<file path="src/rtl/uart_tx_fifo.sv">
// uart_tx_fifo: byte FIFO in front of an 8N1 serializer.
// The CPU polls _flag_do (low = room available) before writing; a write into a
// full FIFO is dropped and latches the sticky overflow flag.
module uart_tx_fifo #(
  parameter int DEPTH        = 16,
  parameter int CLKS_PER_BIT = 16
) (
  input  logic                     clk,
  input  logic                     _mr,
  input  logic                     _wr,
  input  logic [7:0]               data,
  output logic                     _flag_do,
  output logic                     txd,
  output logic                     busy,
  output logic [$clog2(DEPTH):0]   count,
  output logic                     overflow
);

  localparam int AW = $clog2(DEPTH);
  localparam int CW = AW + 1;
  localparam int BW = $clog2(CLKS_PER_BIT);

  localparam logic [CW-1:0] FULL_CNT = CW'(DEPTH);
  localparam logic [BW-1:0] CLK_LAST = BW'(CLKS_PER_BIT - 1);

  localparam logic [1:0] S_IDLE  = 2'd0;
  localparam logic [1:0] S_START = 2'd1;
  localparam logic [1:0] S_DATA  = 2'd2;
  localparam logic [1:0] S_STOP  = 2'd3;

  logic [DEPTH-1:0][7:0] mem;
  logic [AW-1:0]         wr_ptr, rd_ptr;
  logic [1:0]            state;
  logic [BW-1:0]         clk_cnt;
  logic [2:0]            bit_idx;
  logic [7:0]            shreg;

  logic full, empty, wr_ok, wr_drop, bit_end, pop;

  // Full/empty and the write decision all use the pre-edge count, so a pop on
  // the same edge never makes room for a write, and a fresh byte is never
  // popped on the edge that writes it.
  assign full     = (count == FULL_CNT);
  assign empty    = (count == '0);
  assign wr_ok    = !_wr && !full;
  assign wr_drop  = !_wr && full;
  assign bit_end  = (clk_cnt == CLK_LAST);
  assign pop      = !empty && ((state == S_IDLE) || (state == S_STOP && bit_end));
  assign _flag_do = full;
  assign busy     = (state != S_IDLE);

  // Storage: no reset, contents are don't-care until written.
  always_ff @(posedge clk) begin
    if (wr_ok) mem[wr_ptr] <= data;
  end

  // Pointers, occupancy and sticky overflow.
  always_ff @(posedge clk or negedge _mr) begin
    if (!_mr) begin
      wr_ptr   <= '0;
      rd_ptr   <= '0;
      count    <= '0;
      overflow <= 1'b0;
    end else begin
      if (wr_ok) wr_ptr <= wr_ptr + AW'(1);
      if (pop)   rd_ptr <= rd_ptr + AW'(1);
      case ({wr_ok, pop})
        2'b10:   count <= count + CW'(1);
        2'b01:   count <= count - CW'(1);
        default: count <= count;
      endcase
      if (wr_drop) overflow <= 1'b1;
    end
  end

  // Serializer: txd is loaded together with the state change so it is a
  // clean register output; STOP chains straight into START when data waits.
  always_ff @(posedge clk or negedge _mr) begin
    if (!_mr) begin
      state   <= S_IDLE;
      txd     <= 1'b1;
      clk_cnt <= '0;
      bit_idx <= '0;
      shreg   <= '0;
    end else begin
      case (state)
        S_IDLE: begin
          txd <= 1'b1;
          if (pop) begin
            shreg   <= mem[rd_ptr];
            clk_cnt <= '0;
            bit_idx <= '0;
            txd     <= 1'b0;
            state   <= S_START;
          end
        end
        S_START: begin
          if (bit_end) begin
            clk_cnt <= '0;
            bit_idx <= '0;
            txd     <= shreg[0];
            state   <= S_DATA;
          end else begin
            clk_cnt <= clk_cnt + BW'(1);
          end
        end
        S_DATA: begin
          if (bit_end) begin
            clk_cnt <= '0;
            if (bit_idx == 3'd7) begin
              txd   <= 1'b1;
              state <= S_STOP;
            end else begin
              bit_idx <= bit_idx + 3'd1;
              txd     <= shreg[bit_idx + 3'd1];
            end
          end else begin
            clk_cnt <= clk_cnt + BW'(1);
          end
        end
        S_STOP: begin
          if (bit_end) begin
            clk_cnt <= '0;
            bit_idx <= '0;
            if (pop) begin
              shreg <= mem[rd_ptr];
              txd   <= 1'b0;
              state <= S_START;
            end else begin
              txd   <= 1'b1;
              state <= S_IDLE;
            end
          end else begin
            clk_cnt <= clk_cnt + BW'(1);
          end
        end
        default: begin
          txd   <= 1'b1;
          state <= S_IDLE;
        end
      endcase
    end
  end

endmodule

</file>
<file path="config.mk">
export PLATFORM = sky130hd
export DESIGN_NAME = uart_tx_fifo
export DESIGN_NICKNAME = d
export VERILOG_FILES = /design/src/rtl/uart_tx_fifo.sv
export SDC_FILE = /design/constraint.sdc
export NUM_CORES = 1
export LEC_CHECK = 0
export CAP_MARGIN = 20
export CORE_MARGIN = 2
export CORE_UTILIZATION = 65
export CTS_CLUSTER_DIAMETER = 80
export CTS_CLUSTER_SIZE = 28
export DETAILED_ROUTE_END_ITERATION = 12
export GPL_ROUTABILITY_DRIVEN = 0
export HOLD_SLACK_MARGIN = 0.15
export PLACE_DENSITY_LB_ADDON = 0.15
export SYNTH_ARGS = -nofsm -noshare
export SYNTH_HDL_FRONTEND = slang
export SYNTH_SLANG_ARGS = --single-unit
</file>
<file path="constraint.sdc">
create_clock -name clk -period 8.55 [get_ports clk]
set_clock_uncertainty 0.15 [all_clocks]
set_input_delay 2.1375 -clock clk [delete_from_list [all_inputs] [get_ports clk]]
set_output_delay 2.1375 -clock clk [all_outputs]
set_load 0.03 [all_outputs]
</file>
======== Word level (Yosys, flattened, before mapping) ========
Index checks and enable logic that the tools add are counted.
Widths: inputs -> output; s select.
word-level totals
  flip-flop bits (word level) ............. 160
  bits in latches ......................... 0
  memory bits (writable) .................. 0
  memory bits (read-only) ................. 0
  bits of input ports ..................... 11
  output and inout bits ................... 9
  word-level logic and storage cells ...... 102
  memories kept ........................... 0
operators by class
  add/sub/neg operators ................... 6
  multiply operators ...................... 0
  divide/modulo/power cells ............... 0
  magnitude comparators ................... 4
  equal/unequal tests ..................... 15
  shifts and indexed selects .............. 0
  muxes and demuxes ....................... 32
  bitwise logic cells ..................... 0
  reduce and logical (&&, ||, !) cells .... 20
operators with widths
  cell                 count
  $bwmux 128           1
  $bmux 8 s4           1
  $demux 8 s4          1
  $mux 8               4
  $pmux 8 s2           1
  $add 4x1->4 const B  3
  $mux 3               4
  $ne 2x2->1 const B   6
  $lt 4x5->1 const B   2
  $mux 2               5
  $pmux 5 s2           1
  $pmux 3 s3           1
  $mux 4               2
  $pmux 2 s4           1
  $pmux 4 s2           1
  $mux 1               7
  $eq 2x2->1 const B   3
  $reduce_bool 2->1    3
  $add 5x1->5 const B  1
  $eq 5x5->1 const B   1
  $logic_and 1x1->1    5
  $logic_not 5->1      1
  $reduce_and 5->1     1
  $sub 5x1->5 const B  1
  17 further kinds     20

======== Logic depth before layout (Yosys ltp) ========
Gate-level depths: netlist of the first run.
  word-level depth ........................ 7
  gate-level depth with buffers ........... 12
  depth with buffers taken out ............ 11

======== Worst setup path before layout of the first run ========
Ideal clock, no wire load.
  path type ............................... input-to-reg
  start ................................... input port _wr
  end ..................................... register count[4]
  library setup time ...................... 0.141 ns
  arrival ................................. 3.898 ns
  required time ........................... 8.259 ns
  setup slack ............................. 4.360 ns
  cell stages on the path ................. 10
  path buffers ............................ 1
  cells stage by stage .................... a21oi_1 > inv_1 > ha_1 > clkbuf_1 > xor2_1 > ha_1 > and3b_1 > o21ai_0 > a21oi_1 > xor2_1
on the way
  word-level cells in the longest chain between the ends .. 4
RTL lines
  element                                          RTL line  RTL
  start: declaration                               10        input logic _wr,
  $logic_not 1->1 *                                45        assign wr_ok = !_wr && !full;
  $logic_and 1x1->1 *                              45
  $eq 2x1->1 or $eq 2x2->1 (tied branches)         67        case ({wr_ok, pop})
  $pmux 5 s2 or $reduce_bool 2->1 (tied branches)  n/a
  end signal: assignment                           68        2'b10: count <= count + CW'(1);
  end signal: assignment                           69        2'b01: count <= count - CW'(1);
  end signal: assignment                           70        default: count <= count;
  end: declaration                                 15        output logic [$clog2(DEPTH):0] count,
Every way passes the cells marked *; elsewhere a longest branch is shown, timed or not.
A chain may end at the register's enable or synchronous reset.

======== Worst setup path after layout of the first run ========
  start ................................... register count[2]
  end ..................................... output port _flag_do
on the way
  word-level cells in the longest chain between the ends .. 1
RTL lines
  element           RTL line  RTL
  $eq 5x5->1        43        assign full = (count == FULL_CNT);
  end: declaration  12        output logic _flag_do,
No other way between the ends.

==> flow_metrics.env, run 1 <==
export IMPL_run_status="finished, final reports clean"
export IMPL_die_area_sq_um=11200
export IMPL_fp_row_count=37
export IMPL_timing_rr_end="count[4]$_DFFE_PN0P_"
export IMPL_h_tree_depth=4
export IMPL_top_layer="met4"
export IMPL_avgRoutedWirePerCell_um=22.1
export IMPL_critPathKind="reg -> out"
export IMPL_antenna_left=0
export IMPL_synth_area_sq_um=6750
export IMPL_cts_tree="built"
export IMPL_synth_fp_nets=418
export IMPL_synth_edf_count=128
export IMPL_yosysTopAreaCellShare=0.569
export IMPL_grt_max_degree=35
export IMPL_setup_viol=0
export IMPL_combinationalPowerShare=0.315
export IMPL_finalHoldViolations=0
export IMPL_wl_met1_um=5250
export IMPL_syn_inst=391
export IMPL_final_period_utilization=0.530
export IMPL_utilization=0.749
export IMPL_rsz0062_at_grt="false"
export IMPL_initialDrtViolationCount=339
export IMPL_setup_tns_ps=0
export IMPL_cp_startpoint="count[2]$_DFFE_PN0P_"
export IMPL_ff2ff_setup_slack_ps=5490
export IMPL_routed_wl_um=12400
export IMPL_clk_path_buf_depth=2
export IMPL_dpl_cell_count=529
export IMPL_via_count=3503
export IMPL_path_clk_slew_ps=60
export IMPL_p_switching_uw=843
export IMPL_ys_types=50
export IMPL_wl_met3_um=723
export IMPL_seqCellArea_sq_um=4650
export IMPL_mostFrequentLayoutCells="edfxtp_1 (128), mux4_2 (34), dfrtp_1 (30)"
export IMPL_synthFlopType="edfxtp_1"
export IMPL_slew_headroom=0.223
export IMPL_synth_top_cell_by_area="edfxtp_1"
export IMPL_coreArea_sq_um=10200
export IMPL_yosys_warnings=0
export IMPL_die_w_um=106
export IMPL_fin_nets=442
export IMPL_ys_ff_latch=160
export IMPL_grtUsageTotal=0.247
export IMPL_fin_cells=563
export IMPL_cp_max_fo=9
export IMPL_cp_required_ps=6260
export IMPL_start_util=0.663
export IMPL_multiInputGateArea_sq_um=1970
export IMPL_reg2reg_from="count[2]$_DFFE_PN0P_"
export IMPL_period_minus_slack_ps=4540
export IMPL_ctsHoldBuffers=0
export IMPL_antenna_cells=0
export IMPL_yosys_top_cells_area="edfxtp_1 (57%), dfrtp_1 (11%), mux4_2 (11%)"
export IMPL_worst_skew_pair_late_latency_ps=530
export IMPL_layout_drive_gt1_share=0.171
export IMPL_cts_buffers=17
export IMPL_hpwl_um=7730
export IMPL_die_height_um=106
export IMPL_post_cts_buffers=0
export IMPL_reg2reg_depth=10
export IMPL_intPower_uw=1840
export IMPL_finalMaxSlewViolations=0
export IMPL_wl_met2_um=6310
export IMPL_power_density_nw_per_um2=352
export IMPL_design_area_sq_um=7630
export IMPL_leakage_uw=0.00270
export IMPL_endpoint="_flag_do"
export IMPL_firstDrtPassIters=5
export IMPL_endpoint_kind="output pin"
export IMPL_grt_pass1_vias=3487
export IMPL_viasPerCell=6.22
export IMPL_fmax_mhz=220
export IMPL_grt_pass1_wl_um=19500
export IMPL_ir_drop_v=0.000182
export IMPL_cap_viol_max_count=0
export IMPL_cts_resized=0
export IMPL_async_flop_share=0.200
export IMPL_io_pins=20
export IMPL_min_delay_path_class="reg -> reg"
export IMPL_worst_pin_slew_ps=1160
export IMPL_numClockSinks=160
export IMPL_ys_seq_area_frac=0.688
export IMPL_placed_area_sq_um=7040
export IMPL_power_frac_seq=0.410
export IMPL_numPortBuffers=19
export IMPL_n_fill_cell=604
export IMPL_power_total_uw=2690
export IMPL_cts_root_buf="clkbuf_8"
export IMPL_syn2layout_area_growth_pct=13.1
export IMPL_final_common_cell="edfxtp_1"
export IMPL_overflow=0
export IMPL_antenna_found_initial=0
export IMPL_pwr_share_clk=0.275
export IMPL_drt_drc_violations_left=0
export IMPL_crit_arrival_ps=2250
export IMPL_p_sw_frac=0.314
export IMPL_critPathLaunchType="register"
export IMPL_synth_avg_cell_area_sq_um=17.3
## cells in the mapped netlist (all sizes together) (3+ instances only)
library cell,instances
a21o,10
ha,16
a211oi,9
mux2i,8
clkbuf,8
and2,3
xnor2,7
nor2,15
mux4,34
buf,12
dfrtp,31
nand2b,7
a21oi,6
xor2,6
nor4,3
nand2,16
o21ai,11
nor3,6
inv,10
o22ai,11
edfxtp,128
o31ai,4
nand3,4
## metrics by stage
stage	setup WS (ps)	hold WS (ps)
finish	4010	308
global route	3880	341
CTS	4000	310
detailed placement	3600	297
global placement	3670	288
floorplan	4360	294
## worst min path at each step
stage                         start  depth (start not counted)  slack (ps)              endpoint
4_1_cts        overflow$_DFFE_PN0P_                          1         310  overflow$_DFFE_PN0P_
3_5_place_dp   overflow$_DFFE_PN0P_                          1         300  overflow$_DFFE_PN0P_
5_1_grt        overflow$_DFFE_PN0P_                          1         340  overflow$_DFFE_PN0P_
6_report       overflow$_DFFE_PN0P_                          1         310  overflow$_DFFE_PN0P_
3_3_place_gp   overflow$_DFFE_PN0P_                          1         290  overflow$_DFFE_PN0P_
2_1_floorplan  shreg[4]$_DFFE_PN0P_                          1         290  shreg[4]$_DFFE_PN0P_
## flip-flops by register name (all words and copies together), names as in the netlist
signal    count
mem         128
shreg         8
count         5
clk_cnt       4
rd_ptr        4
wr_ptr        4
bit_idx       3
state         2
overflow      1
txd           1
## metal layers
metal / vias up / global-route usage
li1: 1587 / -
met1: 1768 / 0.348
met2: 135 / 0.390
met3: 13 / 0.0632
met4: 0 / 0.0714
met5: - / 0
## power groups by stage
stage / Clock, uW / Combinational, uW / Sequential [uW]
floorplan: 0 / 660 / 1080
global placement: 0 / 827 / 1110
detailed placement: 0 / 849 / 1110
CTS: 749 / 854 / 1100
global route: 781 / 927 / 1120
finish: 738 / 846 / 1100
## worst max-delay path, cell delays in order, from the launching register on
cell,delay (ps)
dfrtp_1,480
nor4_1,380
and2_1,200
clkdlybuf4s50_1,670
## logic make-up after synthesis
family / count (synthesis) / synth area share
AND/OR/NAND/NOR: 68 / 0.0541
adder cells (fa/ha/maj): 16 / 0.0297
buffers and inverters: 30 / 0.0196
flip-flops: 160 / 0.688
AO/OA/AOI/OAI: 60 / 0.0628
multiplexers: 44 / 0.129
XOR/XNOR: 13 / 0.0169
## final cells by class
type | count | area share
sequential | 160 | 0.609
multi-input combinational | 201 | 0.258
clock buffer | 22 | 0.0567
timing repair buffer | 25 | 0.0305
tap | 136 | 0.0223
clock inverter | 9 | 0.0184
inverter | 10 | 0.00492
No activity file was read; power rests on OpenSTA's default activity.
==> run 2: changes to the inputs <==
--- a/config.mk
+++ b/config.mk
@@ -7,7 +7,7 @@
 export LEC_CHECK = 0
 export CAP_MARGIN = 20
 export CORE_MARGIN = 2
-export CORE_UTILIZATION = 65
+export CORE_UTILIZATION = 55
 export CTS_CLUSTER_DIAMETER = 80
 export CTS_CLUSTER_SIZE = 28
 export DETAILED_ROUTE_END_ITERATION = 12
==> constraint.sdc (replaced) <==
create_clock -name clk -period 3.9 [get_ports clk]
set_clock_uncertainty 0.15 [all_clocks]
set_input_delay 0.975 -clock clk [delete_from_list [all_inputs] [get_ports clk]]
set_output_delay 0.975 -clock clk [all_outputs]
set_load 0.03 [all_outputs]
==> run 2 against run 1 <==
  * Worst setup slack got worse by 3400 ps
  * Sequential power rose by 130%
  * First-iteration DRC count fell by 33%
  * Sequential share of layout area fell by 0.77 points
  * Global-route usage fell by 3.5 points
  * Sequential cell count did not move
  * Cell count rose by 3.9%
  * Clock power rose by 120%
  * Critical path type unchanged
  * Critical endpoint unchanged
  * Largest power group unchanged
  * Highest routed layer unchanged
==> flow_metrics.env, run 2 (synthesis gave the netlist of run 1 again) <==
export IMPL_final_common_cell="edfxtp_1"
export IMPL_cts_resized=0
export IMPL_crit_chain="nor4_1, and2_1, clkdlybuf4s50_1"
export IMPL_power_density_nw_per_um2=762
export IMPL_placed_area_sq_um=7160
export IMPL_intPower_uw=3980
export IMPL_cts_root_buf="clkbuf_16"
export IMPL_grt_pass1_wl_um=20000
export IMPL_reg_largest_list="mem (128), shreg (8), count (5)"
export IMPL_avgRoutedWirePerCell_um=21.3
export IMPL_cp_slowest_cell="clkdlybuf4s50_1"
export IMPL_combinationalPowerShare=0.301
export IMPL_cts_tree="built"
export IMPL_clk_path_buf_depth=2
export IMPL_hpwl_um=8030
export IMPL_grt_pass1_vias=3582
export IMPL_power_frac_seq=0.427
export IMPL_ir_drop_v=0.000347
export IMPL_firstDrtPassIters=4
export IMPL_endpoint_kind="output pin"
export IMPL_initialDrtViolationCount=227
export IMPL_p_sw_frac=0.324
export IMPL_period_minus_slack_ps=3250
export IMPL_critPathLaunchType="register"
export IMPL_ctsHoldBuffers=0
export IMPL_coreArea_sq_um=12000
export IMPL_utilization=0.644
export IMPL_post_cts_buffers=0
export IMPL_leakage_uw=0.00275
export IMPL_fin_nets=452
export IMPL_layout_drive_gt1_share=0.205
export IMPL_rsz0062_at_grt="false"
export IMPL_largest_register="mem"
export IMPL_h_tree_depth=4
export IMPL_slew_headroom=0.453
export IMPL_die_height_um=115
export IMPL_setup_viol=0
export IMPL_design_area_sq_um=7730
export IMPL_numClockSinks=160
export IMPL_critPathKind="reg -> out"
export IMPL_p_switching_uw=1910
export IMPL_path_clk_slew_ps=60
export IMPL_fin_cells=585
export IMPL_drt_drc_violations_left=0
export IMPL_worst_pin_slew_ps=820
export IMPL_antenna_left=0
export IMPL_finalHoldViolations=0
export IMPL_n_fill_cell=853
export IMPL_cts_buffers=17
export IMPL_numPortBuffers=19
export IMPL_antenna_cells=0
export IMPL_io_pins=20
export IMPL_fmax_mhz=308
export IMPL_grt_max_degree=34
export IMPL_syn2layout_area_growth_pct=14.6
export IMPL_cap_viol_max_count=0
export IMPL_die_w_um=115
export IMPL_min_delay_path_class="reg -> reg"
export IMPL_cp_required_ps=2770
export IMPL_setup_tns_ps=0
export IMPL_die_area_sq_um=13200
export IMPL_grtUsageTotal=0.212
export IMPL_viasPerCell=5.97
export IMPL_run_status="finished, final reports clean"
export IMPL_overflow=0
export IMPL_final_period_utilization=0.834
export IMPL_pwr_share_clk=0.272
export IMPL_cpPeakStageDelay_ps=670
export IMPL_mostFrequentLayoutCells="edfxtp_1 (128), mux4_2 (34), dfrtp_1 (29)"
export IMPL_finalMaxSlewViolations=0
export IMPL_fin_hold_ws_ps=319
export IMPL_largest_reg_flops=128
export IMPL_dpl_cell_count=553
export IMPL_cp_max_fo=9
export IMPL_antenna_found_initial=0
export IMPL_start_util=0.562
export IMPL_crit_arrival_ps=2130
export IMPL_fp_row_count=40
export IMPL_via_count=3492
export IMPL_worst_skew_pair_late_latency_ps=430
export IMPL_routed_wl_um=12500
run 2: cell types whose count changed in the layout (fill, tap and decap cells not counted), moves of 2 or more:
| cell | previous run | this run |
|---|---|---|
| buf_4 | 3 | 15 |
| bufinv_16 | 4 | 2 |
| clkinvlp_4 | 0 | 3 |
| clkbuf_4 | 2 | 0 |
| inv_6 | 0 | 4 |
| clkbuf_1 | 5 | 1 |
run 2: power groups by stage:
stage                     registers [uW]  clock network (uW)  logic, uW
after floorplan                     2370                   0       1450
after CTS                           2520                1630       1800
after global routing                2570                1700       1960
after detailed placement            2560                   0       1790
after global placement              2550                   0       1750
final                               2520                1600       1770
run 2: path summary, 6_finish.rpt:
| kind | to | slack [ps] | from | cells after the start |
|---|---|---|---|---|
| max | _flag_do | 650 | count[2]$_DFFE_PN0P_ | 3 |
| min | overflow$_DFFE_PN0P_ | 320 | overflow$_DFFE_PN0P_ | 1 |
| max reg2reg | count[4]$_DFFE_PN0P_ | 870 | count[3]$_DFFE_PN0P_ | 10 |
| min reg2reg | overflow$_DFFE_PN0P_ | 320 | overflow$_DFFE_PN0P_ | 1 |
| max in group asynchronous | txd$_DFFE_PN1P_ | 2340 | _mr | 2 |
| min in group asynchronous | count[1]$_DFFE_PN0P_ | 590 | _mr | 1 |
run 2: through the flow:
step / setup WS, ps / power (uW)
floorplan: 821 / 3810
global placement: 728 / 4300
detailed placement: 667 / 4350
CTS: 616 / 5950
global route: 511 / 6230
finish: 649 / 5890
run 2: layer usage:
layer	global-route usage	part of all wire	up-vias
met2	0.342	0.52	71
met5	0	0	-
li1	-	-	1613
met4	0.0771	0.016	0
met1	0.284	0.41	1794
met3	0.0554	0.053	14
run 2: worst max-delay path: cells and delay by family (launching register included):
kind	cells	cell delay (ps)
buffers and inverters	1	670
DFF	1	470
and+or+nand+nor	2	560
run 2: final cells by class:
cell class / count / area (sq um) / share of cell area
Multi-Input combinational cell: 201 / 1970 / 0.255
Inverter: 10 / 37.5 / 0.00485
Clock inverter: 14 / 139 / 0.0180
Tap cell: 147 / 184 / 0.0238
Sequential cell: 160 / 4650 / 0.601
Timing Repair Buffer: 35 / 323 / 0.0417
Clock buffer: 18 / 429 / 0.0555
